$ cat src/rtl/audio_adc_deserializer_pkg.sv
// rtl/audio_adc_deserializer_pkg.sv - shared types and defaults for the I2S ADC receive path
package audio_adc_pkg;

    localparam int ADC_DATA_WIDTH = 24;
    localparam int ADC_FIFO_DEPTH = 16;

    typedef enum logic [1:0] {
        IDLE  = 2'd0,
        LEFT  = 2'd1,
        RIGHT = 2'd2
    } state_t;

    typedef struct packed {
        logic [ADC_DATA_WIDTH-1:0] left;
        logic [ADC_DATA_WIDTH-1:0] right;
    } stereo_pair_t;

endpackage

$ cat src/rtl/audio_adc_deserializer_if.sv
// rtl/audio_adc_deserializer_if.sv - stereo sample stream from the deserializer FIFO head
interface audio_adc_deserializer_if #(
    parameter int DATA_WIDTH = 24
);
    logic                  sample_valid;
    logic                  sample_ready;
    logic [DATA_WIDTH-1:0] sample_left;
    logic [DATA_WIDTH-1:0] sample_right;

    modport master (
        output sample_valid,
        output sample_left,
        output sample_right,
        input  sample_ready
    );

    modport slave (
        input  sample_valid,
        input  sample_left,
        input  sample_right,
        output sample_ready
    );
endinterface

$ cat src/rtl/audio_adc_deserializer_fifo.sv
// rtl/audio_adc_deserializer_fifo.sv - first-word-fall-through FIFO of stereo pairs, registered head
module audio_sample_fifo
    import audio_adc_pkg::*;
#(
    parameter type pair_t = stereo_pair_t,
    parameter int  DEPTH  = ADC_FIFO_DEPTH
) (
    input  logic                   clk,
    input  logic                   rst_n,
    input  logic                   clear,
    input  logic                   push,
    input  pair_t                  push_data,
    input  logic                   pop_ready,
    output logic                   head_valid,
    output pair_t                  head_data,
    output logic [$clog2(DEPTH):0] level,
    output logic                   drop
);
    localparam int AW = $clog2(DEPTH);

    pair_t       mem [DEPTH];
    logic [AW:0] wr_ptr, rd_ptr, wr_ptr_n, rd_ptr_n;
    logic        full, do_pop, do_push;
    pair_t       head_n;

    assign full     = (wr_ptr[AW] != rd_ptr[AW]) && (wr_ptr[AW-1:0] == rd_ptr[AW-1:0]);
    assign level    = wr_ptr - rd_ptr;
    assign do_pop   = head_valid & pop_ready;
    // A pop in the same cycle frees the slot, so a full FIFO still accepts the push.
    assign do_push  = push & (~full | do_pop);
    assign drop     = push & full & ~do_pop;
    assign rd_ptr_n = rd_ptr + {{AW{1'b0}}, do_pop};
    assign wr_ptr_n = wr_ptr + {{AW{1'b0}}, do_push};

    // Next head bypasses memory when it is the entry being written this cycle.
    always_comb begin
        head_n = '0;
        if (wr_ptr_n != rd_ptr_n) begin
            if (do_push && (rd_ptr_n == wr_ptr))
                head_n = push_data;
            else
                head_n = mem[rd_ptr_n[AW-1:0]];
        end
    end

    always_ff @(posedge clk or negedge rst_n) begin
        if (!rst_n) begin
            wr_ptr     <= '0;
            rd_ptr     <= '0;
            head_valid <= 1'b0;
            head_data  <= '0;
        end else if (clear) begin
            wr_ptr     <= '0;
            rd_ptr     <= '0;
            head_valid <= 1'b0;
            head_data  <= '0;
        end else begin
            wr_ptr     <= wr_ptr_n;
            rd_ptr     <= rd_ptr_n;
            head_valid <= (wr_ptr_n != rd_ptr_n);
            head_data  <= head_n;
        end
    end

    always_ff @(posedge clk) begin
        if (do_push && !clear)
            mem[wr_ptr[AW-1:0]] <= push_data;
    end

endmodule

$ cat src/rtl/audio_adc_deserializer.sv
// rtl/audio_adc_deserializer.sv - oversampled I2S ADC receiver assembling stereo pairs into a FIFO
module audio_adc_deserializer
    import audio_adc_pkg::*;
#(
    parameter int DATA_WIDTH = ADC_DATA_WIDTH,
    parameter int FIFO_DEPTH = ADC_FIFO_DEPTH
) (
    input  logic                        clk_clk,
    input  logic                        reset_reset_n,
    input  logic                        enable,
    input  logic                        clear,
    input  logic                        adc_bclk,
    input  logic                        adc_lrck,
    input  logic                        adc_dat,
    audio_adc_deserializer_if.master    stream,
    output logic [$clog2(FIFO_DEPTH):0] fifo_level,
    output logic                        overflow
);
    localparam int CNT_W = $clog2(DATA_WIDTH + 1);
    localparam logic [CNT_W-1:0] CNT_MAX = CNT_W'(DATA_WIDTH);

    typedef struct packed {
        logic [DATA_WIDTH-1:0] left;
        logic [DATA_WIDTH-1:0] right;
    } pair_t;

    logic [2:0]            bclk_sync;
    logic [1:0]            lrck_sync, dat_sync;
    logic                  bclk_rise, lrck, dat;
    logic                  lrck_prev, lrck_fall, lrck_rise;
    logic [CNT_W-1:0]      bit_cnt;
    logic [DATA_WIDTH-1:0] shift_reg, aligned, left_word;
    logic                  latch_left, push_now, push_valid, drop;
    pair_t                 push_pair, head;
    state_t                state, state_n;

    always_ff @(posedge clk_clk or negedge reset_reset_n) begin
        if (!reset_reset_n) begin
            bclk_sync <= '0;
            lrck_sync <= '0;
            dat_sync  <= '0;
        end else begin
            bclk_sync <= {bclk_sync[1:0], adc_bclk};
            lrck_sync <= {lrck_sync[0], adc_lrck};
            dat_sync  <= {dat_sync[0], adc_dat};
        end
    end

    assign bclk_rise = bclk_sync[1] & ~bclk_sync[2];
    assign lrck      = lrck_sync[1];
    assign dat       = dat_sync[1];
    assign lrck_fall = bclk_rise & lrck_prev & ~lrck;
    assign lrck_rise = bclk_rise & ~lrck_prev & lrck;
    // Short words end up left-justified; zeros fill the unreceived LSBs.
    assign aligned   = shift_reg << (CNT_MAX - bit_cnt);

    always_ff @(posedge clk_clk or negedge reset_reset_n) begin
        if (!reset_reset_n)
            state <= IDLE;
        else
            state <= state_n;
    end

    always_comb begin
        state_n = state;
        case (state)
            IDLE:    if (lrck_fall) state_n = LEFT;
            LEFT:    if (lrck_rise) state_n = RIGHT;
            RIGHT:   if (lrck_fall) state_n = LEFT;
            default: state_n = IDLE;
        endcase
        if (clear || !enable)
            state_n = IDLE;
    end

    always_comb begin
        latch_left = 1'b0;
        push_now   = 1'b0;
        if (enable && !clear) begin
            latch_left = (state == LEFT) && lrck_rise;
            push_now   = (state == RIGHT) && lrck_fall;
        end
    end

    // The bit at an LRCK edge is the I2S delay slot and never enters the word.
    always_ff @(posedge clk_clk or negedge reset_reset_n) begin
        if (!reset_reset_n) begin
            lrck_prev  <= 1'b0;
            bit_cnt    <= '0;
            shift_reg  <= '0;
            left_word  <= '0;
            push_pair  <= '0;
            push_valid <= 1'b0;
        end else begin
            push_valid <= 1'b0;
            if (bclk_rise) begin
                lrck_prev <= lrck;
                if (lrck != lrck_prev) begin
                    bit_cnt   <= '0;
                    shift_reg <= '0;
                end else if (bit_cnt < CNT_MAX) begin
                    shift_reg <= {shift_reg[DATA_WIDTH-2:0], dat};
                    bit_cnt   <= bit_cnt + 1'b1;
                end
            end
            if (latch_left)
                left_word <= aligned;
            if (push_now) begin
                push_pair  <= '{left: left_word, right: aligned};
                push_valid <= 1'b1;
            end
        end
    end

    always_ff @(posedge clk_clk or negedge reset_reset_n) begin
        if (!reset_reset_n)
            overflow <= 1'b0;
        else if (clear)
            overflow <= 1'b0;
        else if (drop)
            overflow <= 1'b1;
    end

    audio_sample_fifo #(
        .pair_t (pair_t),
        .DEPTH  (FIFO_DEPTH)
    ) u_fifo (
        .clk        (clk_clk),
        .rst_n      (reset_reset_n),
        .clear      (clear),
        .push       (push_valid),
        .push_data  (push_pair),
        .pop_ready  (stream.sample_ready),
        .head_valid (stream.sample_valid),
        .head_data  (head),
        .level      (fifo_level),
        .drop       (drop)
    );

    assign stream.sample_left  = head.left;
    assign stream.sample_right = head.right;

endmodule

$ cat src/flat_wrapper.sv
// flat-port wrapper written by rule: the top's interface ports become plain ports
module audio_adc_deserializer_flat import audio_adc_pkg::*;
#(
    parameter int DATA_WIDTH = ADC_DATA_WIDTH,
    parameter int FIFO_DEPTH = ADC_FIFO_DEPTH
)
  (clk_clk, reset_reset_n, enable, clear, adc_bclk, adc_lrck, adc_dat, fifo_level, overflow, stream_sample_valid, stream_sample_left, stream_sample_right, stream_sample_ready);
  audio_adc_deserializer_if #(.DATA_WIDTH(DATA_WIDTH)) stream_i ();
  input  logic clk_clk;
  input  logic reset_reset_n;
  input  logic enable;
  input  logic clear;
  input  logic adc_bclk;
  input  logic adc_lrck;
  input  logic adc_dat;
  output logic [$clog2(FIFO_DEPTH):0] fifo_level;
  output logic overflow;
  output wire logic [$bits(stream_i.sample_valid)-1:0] stream_sample_valid;
  output wire logic [$bits(stream_i.sample_left)-1:0] stream_sample_left;
  output wire logic [$bits(stream_i.sample_right)-1:0] stream_sample_right;
  input wire logic [$bits(stream_i.sample_ready)-1:0] stream_sample_ready;
  assign stream_sample_valid = stream_i.sample_valid;
  assign stream_sample_left = stream_i.sample_left;
  assign stream_sample_right = stream_i.sample_right;
  assign stream_i.sample_ready = stream_sample_ready;
  audio_adc_deserializer #(.DATA_WIDTH(DATA_WIDTH), .FIFO_DEPTH(FIFO_DEPTH)) u_core (.clk_clk(clk_clk), .reset_reset_n(reset_reset_n), .enable(enable), .clear(clear), .adc_bclk(adc_bclk), .adc_lrck(adc_lrck), .adc_dat(adc_dat), .stream(stream_i), .fifo_level(fifo_level), .overflow(overflow));
endmodule
$ cat config.mk
export PLATFORM = sky130hd
export DESIGN_NAME = audio_adc_deserializer_flat
export DESIGN_NICKNAME = d
export VERILOG_FILES = /design/src/rtl/audio_adc_deserializer_pkg.sv /design/src/rtl/audio_adc_deserializer_if.sv /design/src/rtl/audio_adc_deserializer_fifo.sv /design/src/rtl/audio_adc_deserializer.sv /design/src/flat_wrapper.sv
export SDC_FILE = /design/constraint.sdc
export NUM_CORES = 1
export LEC_CHECK = 0
export ABC_CLOCK_PERIOD_IN_PS = 5900
export BUFFER_PORTS_ARGS = -buffer_cell sky130_fd_sc_hd__buf_2
export CORE_UTILIZATION = 45
export DETAILED_ROUTE_END_ITERATION = 8
export GPL_TIMING_DRIVEN = 1
export MAX_ROUTING_LAYER = met4
export PLACE_DENSITY_LB_ADDON = 0.1
export SLEW_MARGIN = 0
export SYNTH_ARGS = -nofsm -noshare
export SYNTH_HDL_FRONTEND = slang
export SYNTH_HIERARCHICAL = 1
export SYNTH_SLANG_ARGS = --single-unit
$ cat constraint.sdc
create_clock -name clk_clk -period 5.9 [get_ports clk_clk]
set_input_delay 1.475 -clock clk_clk [delete_from_list [all_inputs] [get_ports clk_clk]]
set_output_delay 1.475 -clock clk_clk [all_outputs]
set_load 0.03 [all_outputs]
==> results of run 1 <==
## placed cells by master (no fill, tap or decap), types with 6 or more instances in the layout
cell	count
a21oi_1	73
a22o_1	34
buf_12	20
buf_2	61
buf_4	25
bufinv_16	6
clkbuf_1	19
clkbuf_16	100
clkbuf_8	12
clkinv_1	15
clkinv_2	21
dfrtp_1	172
edfxtp_1	768
ha_1	8
inv_1	13
mux2_2	33
mux2i_1	178
mux4_2	203
nand2_1	114
nand3_1	55
nor2_1	41
nor2_4	12
nor2b_1	11
nor3_1	9
o21ai_0	57
o21ai_1	11
xnor2_1	16
xor2_1	7
## cells by family (layout without fill, tap and decap cells)
kind of cell	Yosys count	after routing	synth area share
DFF	940	940	0.724
muxes	416	416	0.179
and+or+nand+nor	281	281	0.0349
AOI/OAI and AO/OA	207	207	0.0335
buffers and inverters	142	298	0.0185
xor gates and xnor gates	27	27	0.00662
adders and majority gates	11	11	0.00384
other	0	1	0
## metal layers
layer,part of all wire,up-vias
li1,-,8233
met1,0.45,10518
met2,0.47,611
met3,0.061,119
met4,0.019,0
met5,0,-
## cell type report
type,instances,area [um2],share of cell area
Clock inverter,45,393,0.00918
Inverter,16,60.1,0.00140
Tap cell,1070,1340,0.0313
Clock buffer,130,2730,0.0637
Antenna cell,1,2.50,0.0000585
Sequential cell,940,27400,0.640
Multi-Input combinational cell,942,10000,0.234
Timing Repair Buffer,107,907,0.0212
## through the flow
step	area, um2	std cells	power (mW)
floorplan	37800	2024	7.66
global placement	39700	3075	7.73
finish	42800	3251	13.6
global route	42800	3250	14.0
CTS	42800	3250	13.7
detailed placement	39700	3075	7.74
## report_power, final
part	leakage, nW	switching, mW	internal, mW
Combinational	3.47	0.290	0.174
Sequential	10.0	0.0328	7.10
Clock	1.54	2.48	3.49
Total	15.0	2.80	10.8
## critical path: stages (launching register included)
cell     delay (ns)
dfrtp_1        0.72
inv_1          0.16
ha_1           0.26
fa_1           0.40
inv_1          0.07
a21o_1         0.11
a21oi_1        0.07
xnor2_1        0.13
buf_2          0.21
## worst paths after layout
path / from / cells past startpoint / endpoint
setup reg to reg: u_core/u_fifo/wr_ptr[0]$_DFF_PN0_ / 8 / u_core/u_fifo/mem[14][41]$_DFFE_PP_
max in group asynchronous: reset_reset_n / 2 / u_core/u_fifo/rd_ptr[2]$_DFF_PN0_
hold reg to reg: u_core/dat_sync[0]$_DFF_PN0_ / 0 / u_core/dat_sync[1]$_DFF_PN0_
hold / removal: u_core/dat_sync[0]$_DFF_PN0_ / 0 / u_core/dat_sync[1]$_DFF_PN0_
setup / recovery: u_core/u_fifo/wr_ptr[0]$_DFF_PN0_ / 8 / fifo_level[4]
min in group asynchronous: reset_reset_n / 1 / u_core/u_fifo/head_data[13]$_DFF_PN0_
==> results.md, run 1 <==
* PortBufs at 62
* Clock sinks at 940
* Core ar. at 82600 um2
* Synth Instances at 2024
* Met1 usage at 0.334
* Min-delay worst type: flip-flop to flip-flop
* Hold_buf cts at 0
* CTS resizes at 0
* Worst Path Required at 4.43 ns
* Synth Register Bits at 940
* Area Growth Syn to Fin at 13.1%
* Pwr/cell area at 317 nW/um2
* Distinct cells, synth at 66
* Sequential area share after synthesis at 0.724
* Pin count of the biggest net entering global routing at 155
* Via count at 19481
* Post-synth top cells: 768 x edfxtp_1, 203 x mux4_2, 178 x mux2i_1
* Fin. Hold Viols at 0
* Routed Wire Length at 92.9 mm
* Mean Syn Cell Area at 18.7 um2
* Worst R2R Setup Slack at 1.84 ns
* Leak at 15.0 nW
* Chip Width at 292 um
* Initial Util at 0.458
* Number of I/O pins at 63
* Count leader, synth: edfxtp_1
* DRT Pass-1 Iters at 5
* Outcome: completed
* Post-synth EDFFs at 768
* Synth area leaders: edfxtp_1 61%, mux4_2 12%, dfrtp_1 11%, mux2i_1 4.7%, nand2_1 1.1%
* Leading area contributor after synthesis: edfxtp_1
* YS warnings at 6
* Vias/cell at 5.99
* GRT Total Usage at 0.230
* Final ANT Viol Nets at 0
* Total grt overflow at 0
* CTS tree: done
* Met2 usage at 0.345
* Dpl ws at 1.43 ns
* Layout Skew at 0.0219 ns
* Max frequency at 235 MHz
* Max-cap violations at 0
* CP endpoint kind: output pin
* Yosys top cell area share at 0.610
* Die Ht at 292 um
* Number of global-route vias before repair at 19946
* Main flop type after synthesis: edfxtp_1
* Worst-margin pin slew at 1.21 ns
* WL/cell at 28.6 um
* Num rows at 105
* Final net count at 2121
* Relative slew slack at 0.194
* Clock insertion delay at the later pin of the skew report at 0.65 ns
* Synthesized Nets at 2043
* Remaining DRCs at 0
* Final setup viols at 0
* Clk pin slew, worst setup/hold paths at 0.06 ns
* Busiest grt layer: met2
* Proportion of layout cells with a drive suffix above 1 at 0.242
* Synth async-reset ratio at 0.183
* Initial antenna violation count at 1
* Total CTS buffers at 95
* Worst-path fanout max at 9
* Crit start category: flip-flop
* First-pass GRT wire length at 138 mm
* Initial DRC Count at 1702
* Clock tree buffer depth at 3
* Tmin final at 4.25 ns
* Die footprint at 85200 um2
* Max Slew Vio Count at 0
* WS Path Type: flip-flop to output pin
* Mapped cell area at 37800 um2
* VDD IR max at 0.251 mV
* Period utilisation layout at 0.720
* Max reg flops at 768
* Final core utilization at 0.518
* CTS H-Tree Depth at 3
* Crit path DAT at 2.77 ns
* Worst hold slack at 0.350 ns
* Setup TNS at 0 ns
* Met3 GRT Util at 0.0298
* Setup ws final at 1.65 ns
* HPWL after DPL at 48.0 mm
* Setup Fix Bufs, Post-CTS at 0
* GPL Wtd Cong at 0.835
* Fillers at 6598
* Root Buffer: clkbuf_16
* RSZ-0062 raised after global routing: false
Power figures use the tool's default switching activity.
==> inputs of run 2 (changes only) <==
Settings changed: ABC_CLOCK_PERIOD_IN_PS 5900 to 3810.
Clock period 5.9 ns to 3.81 ns, I/O delays scaled along.
==> results.md, run 2 (synthesis gave the netlist of run 1 again) <==
* Root Buffer: clkbuf_16
* Final instance area at 43700 um2
* Final setup viols at 0
* Vias/cell at 5.89
* Switch Pwr at 4.39 mW
* Max Slew Vio Count at 0
* Max-cap violations at 0
* Clk pin slew, worst setup/hold paths at 0.06 ns
* Internal at 17.2 mW
* Worst-path fanout max at 10
* WS Path Type: flip-flop to output pin
* RSZ-0062 raised after global routing: false
* Sw frac at 0.204
* Relative slew slack at 0.306
* Number of I/O pins at 63
* Total grt overflow at 0
* Comb power frac at 0.035
* Clock insertion delay at the later pin of the skew report at 0.65 ns
* Initial antenna violation count at 3
* Setup TNS at 0 ns
* First-pass GRT wire length at 135 mm
* Layout Skew at 0.0305 ns
* Leak at 15.5 nW
* Pin count of the biggest net entering global routing at 82
* Clock sinks at 940
* Area Growth Syn to Fin at 15.6%
* Tmin final at 3.44 ns
* Final net count at 2172
* Proportion of layout cells with a drive suffix above 1 at 0.260
* Crit start category: flip-flop
* Area after DPL at 40400 um2
* Clk pwr share at 0.453
* CTS resizes at 0
* Worst-margin pin slew at 1.02 ns
* Number of global-route vias before repair at 19944
* Worst Path Required at 2.86 ns
* GPL Wtd Cong at 0.840
* PortBufs at 62
* Dpl ws at 0.338 ns
* Num rows at 105
* Outcome: completed
* Min-delay worst type: input pin to asynchronous set/reset pin
* Final ANT Viol Nets at 0
* Fillers at 6490
* Die footprint at 85200 um2
* Commonest non-fill, non-tap cell in the layout: edfxtp_1
* CTS H-Tree Depth at 3
* Max frequency at 291 MHz
* Period utilisation layout at 0.902
* Clock tree buffer depth at 3
* Die Ht at 292 um
* Chip Width at 292 um
* Crit path DAT at 2.48 ns
* Total CTS buffers at 97
* Final core utilization at 0.529
* Number of diodes at 0
* Core ar. at 82600 um2
* VDD IR max at 0.368 mV
* CTS tree: done
* Highest-count cells in the layout ignoring fill and taps: 768 x edfxtp_1, 203 x mux4_2, 178 x mux2i_1
* Fin. Hold Viols at 0
* Max reg flops at 768
* HPWL after DPL at 51.8 mm
* Hold_buf cts at 0
* CP endpoint kind: output pin
* Pwr/cell area at 493 nW/um2
* GRT Total Usage at 0.222
* Reg power frac at 0.512
* Initial DRC Count at 1517
* Setup ws final at 0.374 ns
* Remaining DRCs at 0
* Setup Fix Bufs, Post-CTS at 0
* WL/cell at 27.1 um
* Routed Wire Length at 89.7 mm
* Initial Util at 0.458
* Worst hold slack at 0.338 ns
* DRT Pass-1 Iters at 5
* Via count at 19468
## run 2: cell count changes in the layout (fill, tap and decap cells not counted), sizes merged
cell,previous run,this run
buf,106,155
clkbuf,131,145
clkinv,38,26
bufinv,6,11
clkinvlp,1,3
diode,1,0
## run 2: path summary, 6_finish.rpt
path | from | endpoint | slack, ns | cells past startpoint
min reg2reg | u_core/dat_sync[0]$_DFF_PN0_ | u_core/dat_sync[1]$_DFF_PN0_ | 0.35 | 0
min in group clk_clk | u_core/dat_sync[0]$_DFF_PN0_ | u_core/dat_sync[1]$_DFF_PN0_ | 0.35 | 0
min | reset_reset_n | u_core/shift_reg[6]$_DFFE_PN0P_ | 0.34 | 1
max | u_core/u_fifo/wr_ptr[1]$_DFF_PN0_ | fifo_level[4] | 0.37 | 8
max reg2reg | u_core/u_fifo/rd_ptr[2]$_DFF_PN0_ | u_core/u_fifo/head_data[17]$_DFF_PN0_ | 0.38 | 12
max in group asynchronous | reset_reset_n | u_core/u_fifo/head_data[32]$_DFF_PN0_ | 2.52 | 2
## run 2: layer usage
metal	vias up	routed length, um	track usage
li1	8349	-	-
met1	10503	42200	0.331
met2	504	41700	0.329
met3	112	4360	0.0253
met4	0	1500	0.0530
met5	-	0	-
## run 2: power groups by stage
stage	logic, mW	clock network (mW)	registers, mW
global placement	0.751	0	11.3
detailed placement	0.758	0	11.3
global route	0.826	10.4	11.0
floorplan	0.630	0	11.2
finish	0.760	9.77	11.1
CTS	0.762	9.97	11.0
## run 2: worst max-delay path, cell delays in order, from the launching register on
cell and delay, ns:
dfrtp_1 0.38, buf_4 0.25, inv_1 0.12, fa_1 0.47, inv_1 0.07, a21o_1 0.10, a21oi_1 0.07, xnor2_1 0.15
buf_2 0.22
## run 2: final cells by class
class	count	area, um2	share of cell area
tap	1070	1340	0.0306
clock inverter	40	532	0.0122
inverter	16	60.1	0.00137
multi-input combinational	942	9980	0.228
timing repair buffer	156	1640	0.0374
sequential	940	27400	0.626
clock buffer	144	2820	0.0645
## run 2: per-stage QoR
stage          cells  total power [mW]
6_report        3308              21.6
2_1_floorplan   2024              11.9
3_5_place_dp    3124              12.0
3_3_place_gp    3124              12.0
5_1_grt         3308              22.2
4_1_cts         3308              21.8
